<file path="src/rtl/load_store_unit.sv">
//------------------------------------------------------------------------------
// load_store_unit : one-at-a-time load/store bridge to a byte-addressable RAM.
// Rev 1.0
//------------------------------------------------------------------------------
`default_nettype none

module load_store_unit #(
  parameter logic [31:0] BASE_ADDR  = 32'd1024,
  parameter logic [31:0] LIMIT_ADDR = 32'd1055,
  parameter int          RD_LATENCY = 1
) (
  input  logic        clk,
  input  logic        rst,
  input  logic        req_valid,
  output logic        req_ready,
  input  logic        req_we,
  input  logic [2:0]  req_funct3,
  input  logic [31:0] req_addr,
  input  logic [31:0] req_wdata,
  output logic        resp_valid,
  output logic [31:0] resp_rdata,
  output logic        resp_err,
  output logic [31:0] mem_wr_addr,
  output logic        mem_wr_en,
  output logic [31:0] mem_wr_data,
  output logic [1:0]  mem_wr_mode,
  output logic [31:0] mem_rd_addr,
  output logic        mem_rd_en,
  output logic [1:0]  mem_rd_mode,
  input  logic [31:0] mem_rd_data
);

  localparam int               CNT_W    = (RD_LATENCY > 0) ? $clog2(RD_LATENCY + 1) : 1;
  localparam logic [CNT_W-1:0] CNT_LAST = CNT_W'(RD_LATENCY);

  localparam logic [1:0] S_IDLE  = 2'd0;
  localparam logic [1:0] S_WRITE = 2'd1;
  localparam logic [1:0] S_READ  = 2'd2;
  localparam logic [1:0] S_RESP  = 2'd3;

  logic [1:0]       r_state;
  logic [2:0]       r_funct3;
  logic [31:0]      r_addr;
  logic [31:0]      r_wdata;
  logic [CNT_W-1:0] r_cnt;
  logic [31:0]      r_rdata;
  logic             r_err;

  logic        w_accept;
  logic        w_legal;
  logic        w_misaligned;
  logic        w_range_err;
  logic        w_err;
  logic [32:0] w_size;
  logic [32:0] w_end;
  logic [31:0] w_load_ext;
  logic        w_in_write;
  logic        w_in_read;

  assign w_accept = req_valid && (r_state == S_IDLE);

  always_comb begin
    w_legal = 1'b0;
    if (req_we) begin
      w_legal = !req_funct3[2] && (req_funct3[1:0] != 2'b11);
    end else begin
      case (req_funct3)
        3'b000, 3'b001, 3'b010, 3'b100, 3'b101: w_legal = 1'b1;
        default:                                 w_legal = 1'b0;
      endcase
    end
  end

  always_comb begin
    case (req_funct3[1:0])
      2'b00:   w_size = 33'd1;
      2'b01:   w_size = 33'd2;
      default: w_size = 33'd4;
    endcase
  end

  assign w_misaligned = ((req_funct3[1:0] == 2'b01) && req_addr[0]) ||
                        ((req_funct3[1:0] == 2'b10) && (req_addr[1:0] != 2'b00));

  // 33-bit end address so a word near 0xFFFFFFFF cannot wrap back into range
  assign w_end       = {1'b0, req_addr} + w_size - 33'd1;
  assign w_range_err = ({1'b0, req_addr} < {1'b0, BASE_ADDR}) ||
                       (w_end > {1'b0, LIMIT_ADDR});
  assign w_err       = !w_legal || w_misaligned || w_range_err;

  always_comb begin
    case (r_funct3)
      3'b000:  w_load_ext = {{24{mem_rd_data[7]}},  mem_rd_data[7:0]};
      3'b001:  w_load_ext = {{16{mem_rd_data[15]}}, mem_rd_data[15:0]};
      3'b100:  w_load_ext = {24'd0, mem_rd_data[7:0]};
      3'b101:  w_load_ext = {16'd0, mem_rd_data[15:0]};
      default: w_load_ext = mem_rd_data;
    endcase
  end

  always_ff @(posedge clk or posedge rst) begin
    if (rst) begin
      r_state  <= S_IDLE;
      r_funct3 <= 3'd0;
      r_addr   <= 32'd0;
      r_wdata  <= 32'd0;
      r_cnt    <= '0;
      r_rdata  <= 32'd0;
      r_err    <= 1'b0;
    end else begin
      case (r_state)
        S_IDLE: begin
          if (w_accept) begin
            r_funct3 <= req_funct3;
            r_addr   <= req_addr;
            r_wdata  <= req_wdata;
            r_cnt    <= '0;
            if (w_err) begin
              r_state <= S_RESP;
              r_rdata <= 32'd0;
              r_err   <= 1'b1;
            end else if (req_we) begin
              r_state <= S_WRITE;
            end else begin
              r_state <= S_READ;
            end
          end
        end
        S_WRITE: begin
          r_state <= S_RESP;
          r_rdata <= 32'd0;
          r_err   <= 1'b0;
        end
        S_READ: begin
          // read data is only trusted on the final READ cycle
          if (r_cnt == CNT_LAST) begin
            r_state <= S_RESP;
            r_rdata <= w_load_ext;
            r_err   <= 1'b0;
          end else begin
            r_cnt <= r_cnt + CNT_W'(1);
          end
        end
        S_RESP:  r_state <= S_IDLE;
        default: r_state <= S_IDLE;
      endcase
    end
  end

  assign w_in_write = (r_state == S_WRITE);
  assign w_in_read  = (r_state == S_READ);

  assign req_ready   = (r_state == S_IDLE);
  assign resp_valid  = (r_state == S_RESP);
  assign resp_rdata  = r_rdata;
  assign resp_err    = r_err;

  assign mem_wr_en   = w_in_write;
  assign mem_wr_addr = w_in_write ? r_addr        : 32'd0;
  assign mem_wr_data = w_in_write ? r_wdata       : 32'd0;
  assign mem_wr_mode = w_in_write ? r_funct3[1:0] : 2'd0;

  assign mem_rd_en   = w_in_read;
  assign mem_rd_addr = w_in_read ? r_addr        : 32'd0;
  assign mem_rd_mode = w_in_read ? r_funct3[1:0] : 2'd0;

endmodule

`default_nettype wire

</file>
<file path="config.mk">
export PLATFORM = sky130hd
export DESIGN_NAME = load_store_unit
export DESIGN_NICKNAME = d
export VERILOG_FILES = /design/src/rtl/load_store_unit.sv
export SDC_FILE = /design/constraint.sdc
export NUM_CORES = 1
export LEC_CHECK = 0
export BUFFER_PORTS_ARGS = -buffer_cell sky130_fd_sc_hd__clkbuf_2
export CORE_UTILIZATION = 40
export DETAILED_ROUTE_END_ITERATION = 8
export GPL_TIMING_DRIVEN = 0
export PLACE_DENSITY = 0.75
export SYNTH_ARGS = -nofsm -noshare
export SYNTH_HDL_FRONTEND = slang
export SYNTH_SLANG_ARGS = --single-unit
</file>
<file path="constraint.sdc">
create_clock -name clk -period 8.8 [get_ports clk]
set_clock_uncertainty 0.1 [all_clocks]
set_input_delay 1.76 -clock clk [delete_from_list [all_inputs] [get_ports clk]]
set_output_delay 1.76 -clock clk [all_outputs]
set_load 0.05 [all_outputs]
</file>
==> results of run 1 <==
-- power by group through the flow --
stage / registers, W / clock network (W) / logic (W)
6_report: 0.000866 / 0.000415 / 0.00202
3_5_place_dp: 0.000872 / 0 / 0.00201
4_1_cts: 0.000863 / 0.000423 / 0.00202
5_1_grt: 0.000893 / 0.000442 / 0.00215
3_3_place_gp: 0.000860 / 0 / 0.00198
2_1_floorplan: 0.00106 / 0 / 0.00128
-- layout by cell type, fill, tap and decap left out, types with 14 or more instances in the layout --
master    Yosys  layout
o21ai_0      63      63
mux2_2       36      36
and2_1      103     103
nand2_1      61      61
nor2_1       29      29
nand3_1      16      16
buf_2        15      15
a211oi_1     39      39
ha_1         52      52
clkbuf_1     51      51
dfrtp_1     103     103
o41ai_1      14      14
a32oi_1      26      26
a21oi_1      43      43
nor2b_1      34      34
clkbuf_2      0     239
inv_1        93      92
-- metrics by stage --
step                      std cells  power, W
after detailed placement       1484   0.00289
after global routing           1500   0.00348
after global placement         1483   0.00284
after floorplan                 974   0.00235
after CTS                      1500   0.00330
final                          1500   0.00330
-- critical path, stage by stage --
cell and delay [ns]:
clkbuf_2 0.12, inv_1 0.12, nand2_1 0.07, ha_1 0.26, inv_1 0.04, ha_1 0.21
fa_1 0.39, a211oi_1 0.32, o211ai_1 0.19, a21bo_2 0.28, a311oi_1 0.32, o21ai_0 0.20
mux2_2 0.37, clkbuf_1 0.38, clkbuf_1 0.38, a211oi_1 0.09, a32oi_1 0.23, o41ai_1 0.11
-- layer usage --
| metal | vias to the layer above | part of all wire (%) | track usage, % |
|---|---|---|---|
| li1 | 3992 | - | - |
| met1 | 4069 | 42 | 30.6 |
| met2 | 296 | 51 | 43.8 |
| met3 | 39 | 5.6 | 4.20 |
| met4 | 0 | 2.1 | 8.58 |
| met5 | - | 0 | 0 |
-- layout make-up --
type / instances / area share, %
buffer: 72 / 2.97
clock buffer: 9 / 2.23
clock inverter: 7 / 0.705
inverter: 93 / 3.48
multi-input combinational: 706 / 49.7
sequential: 103 / 25.5
tap: 270 / 3.34
timing repair buffer: 240 / 12.1
-- cell families after synthesis --
| logic type | share of synthesized area (%) |
|---|---|
| xor gates and xnor gates | 0.531 |
| muxes | 5.64 |
| AOI/OAI and AO/OA | 24.9 |
| buffers and inverters | 7.87 |
| DFF | 31.2 |
| adders and majority gates | 8.13 |
| and+or+nand+nor | 21.7 |
-- flip-flops by register name (all words and copies together) (netlist names) --
signal / count
r_addr: 32
r_cnt: 1
r_funct3: 3
r_state: 2
r_wdata: 32
resp_err: 1
resp_rdata: 32
-- final timing paths --
path | startpoint | to | depth (start not counted)
hold / removal | r_wdata[21]$_DFFE_PP0P_ | r_wdata[21]$_DFFE_PP0P_ | 1
hold reg to reg | r_wdata[21]$_DFFE_PP0P_ | r_wdata[21]$_DFFE_PP0P_ | 1
min in group asynchronous | rst | r_wdata[14]$_DFFE_PP0P_ | 2
setup reg to reg | r_state[0]$_DFFE_PP0P_ | resp_rdata[21]$_DFFE_PP0P_ | 10
setup / recovery | req_funct3[1] | resp_rdata[28]$_DFFE_PP0P_ | 18
max in group asynchronous | rst | r_wdata[3]$_DFFE_PP0P_ | 3
==> results.py, run 1 <==
metrics = {
    "synthesis": {
        "yosysSeqAreaShare_pct": 31.2,
        "yosysTopAreaCell": "dfrtp_1",
        "syn_area_mm2": 0.00825,
        "ys_warn_count": 0,
        "synth.distinct_cells": 76,
        "syn_avg_cell_area_um2": 8.47,
        "ys_seq_elements": 103,
        "synth_area_leaders": "dfrtp_1 (31%), ha_1 (7.9%), and2_1 (7.8%)",
        "syn_nets": 1130,
        "synthTopCellsByCount": "and2_1 (103), dfrtp_1 (103), inv_1 (93), o21ai_0 (63), nand2_1 (61)",
        "ys.flop_type": "dfrtp_1",
        "synth_cells": 974,
        "yosysTopAreaCellShare_pct": 31.2,
        "ys_async_sr_fraction_pct": 100,
        "synth_edf_count": 0,
    },
    "routing": {
        "drtPass1Iterations": 5,
        "drt-total-wl_um": 26600,
        "wire_per_inst_um": 17.7,
        "ant_nets": 0,
        "via_per_inst": 5.60,
        "drtIter0Drc": 503,
        "route.detailed.drc": 0,
        "vias": 8396,
    },
    "critical_path": {
        "rrSetupSlack_ns": 5.17,
        "worstSetupEndpointType": "flop",
        "cp_max_fo": 10,
        "required_ns": 8.92,
        "cp.arrival_ns": 5.84,
        "cp-start-kind": "input port",
        "path_class": "in2reg",
    },
    "placement": {
        "hpwl_um": 21100,
        "port_buffers": 239,
        "pre_cts_ws_ns": 2.80,
        "place_area_mm2": 0.00982,
        "place_congestion": 0.937,
    },
    "timing": {
        "maxSlewHeadroom_pct": 50.8,
        "min_period_ns": 5.72,
        "final.setup.tns_ns": 0,
        "rsz0062_at_grt": "no",
        "fin_ws_ns": 3.08,
        "drv_slew": 0,
        "worst_slew_pin_slew_ns": 0.738,
        "fmax_ghz": 0.175,
        "finalHoldViolations": 0,
        "holdWs_ns": 0.400,
        "final-setup-viol-count": 0,
        "timing.final.crit_share_pct": 65.0,
    },
    "cts": {
        "cts.path.max_buffers": 2,
        "cts_hold_buf": 0,
        "clkLatencyLatePin_ns": 0.36,
        "post_cts_buffers": 0,
        "cts.sinks": 103,
        "cts_tree": "built",
        "cts_resized": 0,
        "root_buffer": "clkbuf_16",
        "htreeDepth": 3,
        "cts-buffers-inserted": 9,
        "clk_pin_slew_worst_paths_ns": 0.08,
    },
    "min_path": {
        "hold_class": "reg2reg",
    },
    "job": {
        "max_cap_viol_count": 0,
    },
    "global_routing": {
        "grt_pass1_vias": 8058,
        "grt_usage_pct": 24.9,
        "antenna_found_initial": 0,
        "grt_pass1_wl_um": 42200,
        "grt_max_degree": 53,
        "overflow": 0,
    },
    "power_and_ir_drop": {
        "p_int_w": 0.00145,
        "power_frac_clock_pct": 12.6,
        "power.leakage_nw": 4.88,
        "vdd_drop_max_uv": 126,
        "p_comb_share_pct": 61.2,
        "sw_frac_of_total_pct": 55.9,
        "pwr-share-seq_pct": 26.2,
        "p_switching_w": 0.00185,
        "cellPowerDensity_mw_per_mm2": 326,
    },
    "final_layout": {
        "multi_input_area_mm2": 0.00502,
        "nets": 1381,
        "seq_area_mm2": 0.00258,
        "diodes": 0,
        "drive_above_1_share_pct": 26.7,
        "fillers": 1956,
        "area_delta_synth_final_pct": 22.5,
        "fin_util_pct": 50.0,
        "final_area_mm2": 0.0101,
    },
    "floorplanning": {
        "die_area_mm2": 0.0212,
        "start_util_pct": 40.8,
        "pin_count": 240,
        "die_h_um": 146,
        "rows": 52,
        "core_area_mm2": 0.0202,
        "die_x_um": 146,
    },
    "outcome": {
        "status": "finished, final reports clean",
    },
}
Note: power is estimated with default switching activity, not from simulation.
==> run 2: changes to the inputs <==
--- a/config.mk
+++ b/config.mk
@@ -9,7 +9,7 @@
 export CORE_UTILIZATION = 40
 export DETAILED_ROUTE_END_ITERATION = 8
 export GPL_TIMING_DRIVEN = 0
-export PLACE_DENSITY = 0.75
+export PLACE_DENSITY = 0.78
 export SYNTH_ARGS = -nofsm -noshare
 export SYNTH_HDL_FRONTEND = slang
 export SYNTH_SLANG_ARGS = --single-unit
==> constraint.sdc (replaced) <==
create_clock -name clk -period 4.8 [get_ports clk]
set_clock_uncertainty 0.1 [all_clocks]
set_input_delay 0.96 -clock clk [delete_from_list [all_inputs] [get_ports clk]]
set_output_delay 0.96 -clock clk [all_outputs]
set_load 0.05 [all_outputs]
==> run 2 against run 1 <==
Effect of this change:
- first-iteration DRC count is 5.0% higher
- largest power group unchanged
- register-to-register slack got worse by 3.8 ns
- combinational power is 84% higher
- critical endpoint is now resp_rdata[29]$_DFFE_PP0P_
- clock power is 88% higher
- critical path depth down 1
==> results.py, run 2 (synthesis results as in run 1) <==
metrics = {
    "power_and_ir_drop": {
        "p_int_w": 0.00268,
        "sw_frac_of_total_pct": 56.0,
        "power_frac_clock_pct": 12.8,
        "cellPowerDensity_mw_per_mm2": 597,
        "p_switching_w": 0.00341,
        "power.leakage_nw": 4.92,
        "p_comb_share_pct": 61.2,
        "pwr-share-seq_pct": 26.0,
        "vdd_drop_max_uv": 243,
    },
    "routing": {
        "drt-total-wl_um": 27200,
        "via_per_inst": 5.64,
        "ant_nets": 0,
        "drtPass1Iterations": 5,
        "route.detailed.drc": 0,
        "drtIter0Drc": 528,
        "wire_per_inst_um": 18.1,
        "vias": 8474,
    },
    "global_routing": {
        "grt_pass1_vias": 8229,
        "grt_max_degree": 66,
        "grt.busiest_layer": "met2",
        "antenna_found_initial": 0,
        "grtUsageMet1_pct": 31.8,
        "grt_usage_pct": 25.3,
        "overflow": 0,
        "grt_pass1_wl_um": 42900,
        "met3_usage_pct": 4.55,
        "met2_usage_pct": 43.8,
    },
    "final_layout": {
        "area_delta_synth_final_pct": 23.5,
        "layout_commonest_cell": "clkbuf_2",
        "drive_above_1_share_pct": 27.7,
        "nets": 1383,
        "layout_common_cells": "clkbuf_2 (243), and2_1 (103), dfrtp_1 (103)",
        "fin_cells": 1502,
        "diodes": 0,
        "fillers": 1900,
    },
    "timing": {
        "maxSlewHeadroom_pct": 49.5,
        "worst_slew_pin_slew_ns": 0.757,
        "final.setup.tns_ns": 0,
        "min_period_ns": 4.63,
        "fmax_ghz": 0.216,
        "finalHoldViolations": 0,
        "fin_ws_ns": 0.169,
        "drv_slew": 0,
        "final-setup-viol-count": 0,
        "timing.final.crit_share_pct": 96.5,
    },
    "placement": {
        "hpwl_um": 21300,
        "port_buffers": 239,
        "placedCellCount": 1484,
        "place_congestion": 0.925,
        "pre_cts_ws_ns": -0.436,
    },
    "cts": {
        "cts-buffers-inserted": 9,
        "cts.path.max_buffers": 2,
        "clk_pin_slew_worst_paths_ns": 0.08,
        "clkLatencyLatePin_ns": 0.36,
        "htreeDepth": 3,
        "cts_hold_buf": 0,
        "root_buffer": "clkbuf_16",
        "cts_tree": "built",
        "cts.sinks": 103,
    },
    "job": {
        "max_cap_viol_count": 0,
    },
    "critical_path": {
        "cp_cell_sequence": "clkbuf_2 -> inv_1 -> nand2_1 -> ha_1 -> inv_1 -> ha_1 -> a211o_1 -> a211oi_2 -> nor4b_2 -> o311ai_2 -> o2111ai_1 -> a2111oi_1 -> and4_1 -> buf_4 -> clkbuf_1 -> a32oi_1 -> o41ai_1",
        "worstSetupEndpointType": "flop",
        "cp.arrival_ns": 4.78,
        "cp_max_fo": 10,
        "crit_family": "compound AO/OA/AOI/OAI gates",
        "critPathBufInv": 5,
        "cp-start-kind": "input port",
        "path_class": "in2reg",
        "slowest_stage": "a2111oi_1",
        "required_ns": 4.94,
        "slowest_delay_ns": 0.51,
    },
    "outcome": {
        "status": "finished, final reports clean",
    },
    "min_path": {
        "hold_class": "reg2reg",
    },
    "floorplanning": {
        "die_area_mm2": 0.0212,
        "die_x_um": 146,
        "core_area_mm2": 0.0202,
        "pin_count": 240,
        "rows": 52,
        "die_h_um": 146,
        "start_util_pct": 40.8,
    },
}
==> run 2: repair_timing <==
item,CTS,global route
cloned,0,0
buffers inserted,2,0
endpoints found under the setup margin,13,32
hold endpoints to repair,0,0
gates resized for setup,2,14
pin swaps,1,0
==> run 2: worst min-delay path, stage by stage, from the launching register on <==
cell     delay, ns
dfrtp_1       0.36
nand2_1       0.05
o21ai_0       0.06
==> run 2: metrics by stage <==
step	instance area (um2)	hold WS, ns	power [W]	util (%)
2_1_floorplan	8250	0.355	0.00430	-
3_3_place_gp	9790	0.374	0.00521	48.4
3_5_place_dp	9820	0.380	0.00529	48.5
4_1_cts	10100	0.397	0.00608	50.1
5_1_grt	10200	0.408	0.00643	50.4
6_report	10200	0.398	0.00608	50.4
==> run 2: area by class of cell <==
class	instances	area, um2	area share, %
Sequential cell	103	2580	25.3
Timing Repair Buffer	242	1240	12.2
Tap cell	270	338	3.31
Clock buffer	9	225	2.21
Clock inverter	7	86.3	0.847
Buffer	72	305	3.00
Inverter	93	352	3.45
Multi-Input combinational cell	706	5070	49.7
==> run 2: power by group through the flow <==
stage	Clock [W]	Sequential, W	Combinational [W]
floorplan	0	0.00195	0.00235
detailed placement	0	0.00160	0.00370
CTS	0.000790	0.00158	0.00371
global placement	0	0.00157	0.00364
global route	0.000822	0.00163	0.00397
finish	0.000779	0.00158	0.00372
==> run 2: final timing paths <==
check	startpoint	end	slack, ns	depth (start not counted)
max in group asynchronous	rst	r_addr[31]$_DFFE_PP0P_	3.33	3
min in group asynchronous	rst	r_wdata[10]$_DFFE_PP0P_	0.54	2
hold / removal	r_addr[25]$_DFFE_PP0P_	r_addr[25]$_DFFE_PP0P_	0.40	2
setup / recovery	req_funct3[1]	resp_rdata[29]$_DFFE_PP0P_	0.17	17
setup reg to reg	r_state[0]$_DFFE_PP0P_	resp_rdata[21]$_DFFE_PP0P_	1.40	11
hold reg to reg	r_addr[25]$_DFFE_PP0P_	r_addr[25]$_DFFE_PP0P_	0.40	2
==> run 2: per-layer routing <==
| layer | vias to the layer above | wire length [um] |
|---|---|---|
| met5 | - | 0 |
| met4 | 0 | 746 |
| met3 | 51 | 1620 |
| met2 | 346 | 13400 |
| met1 | 4067 | 11400 |
| li1 | 4010 | - |
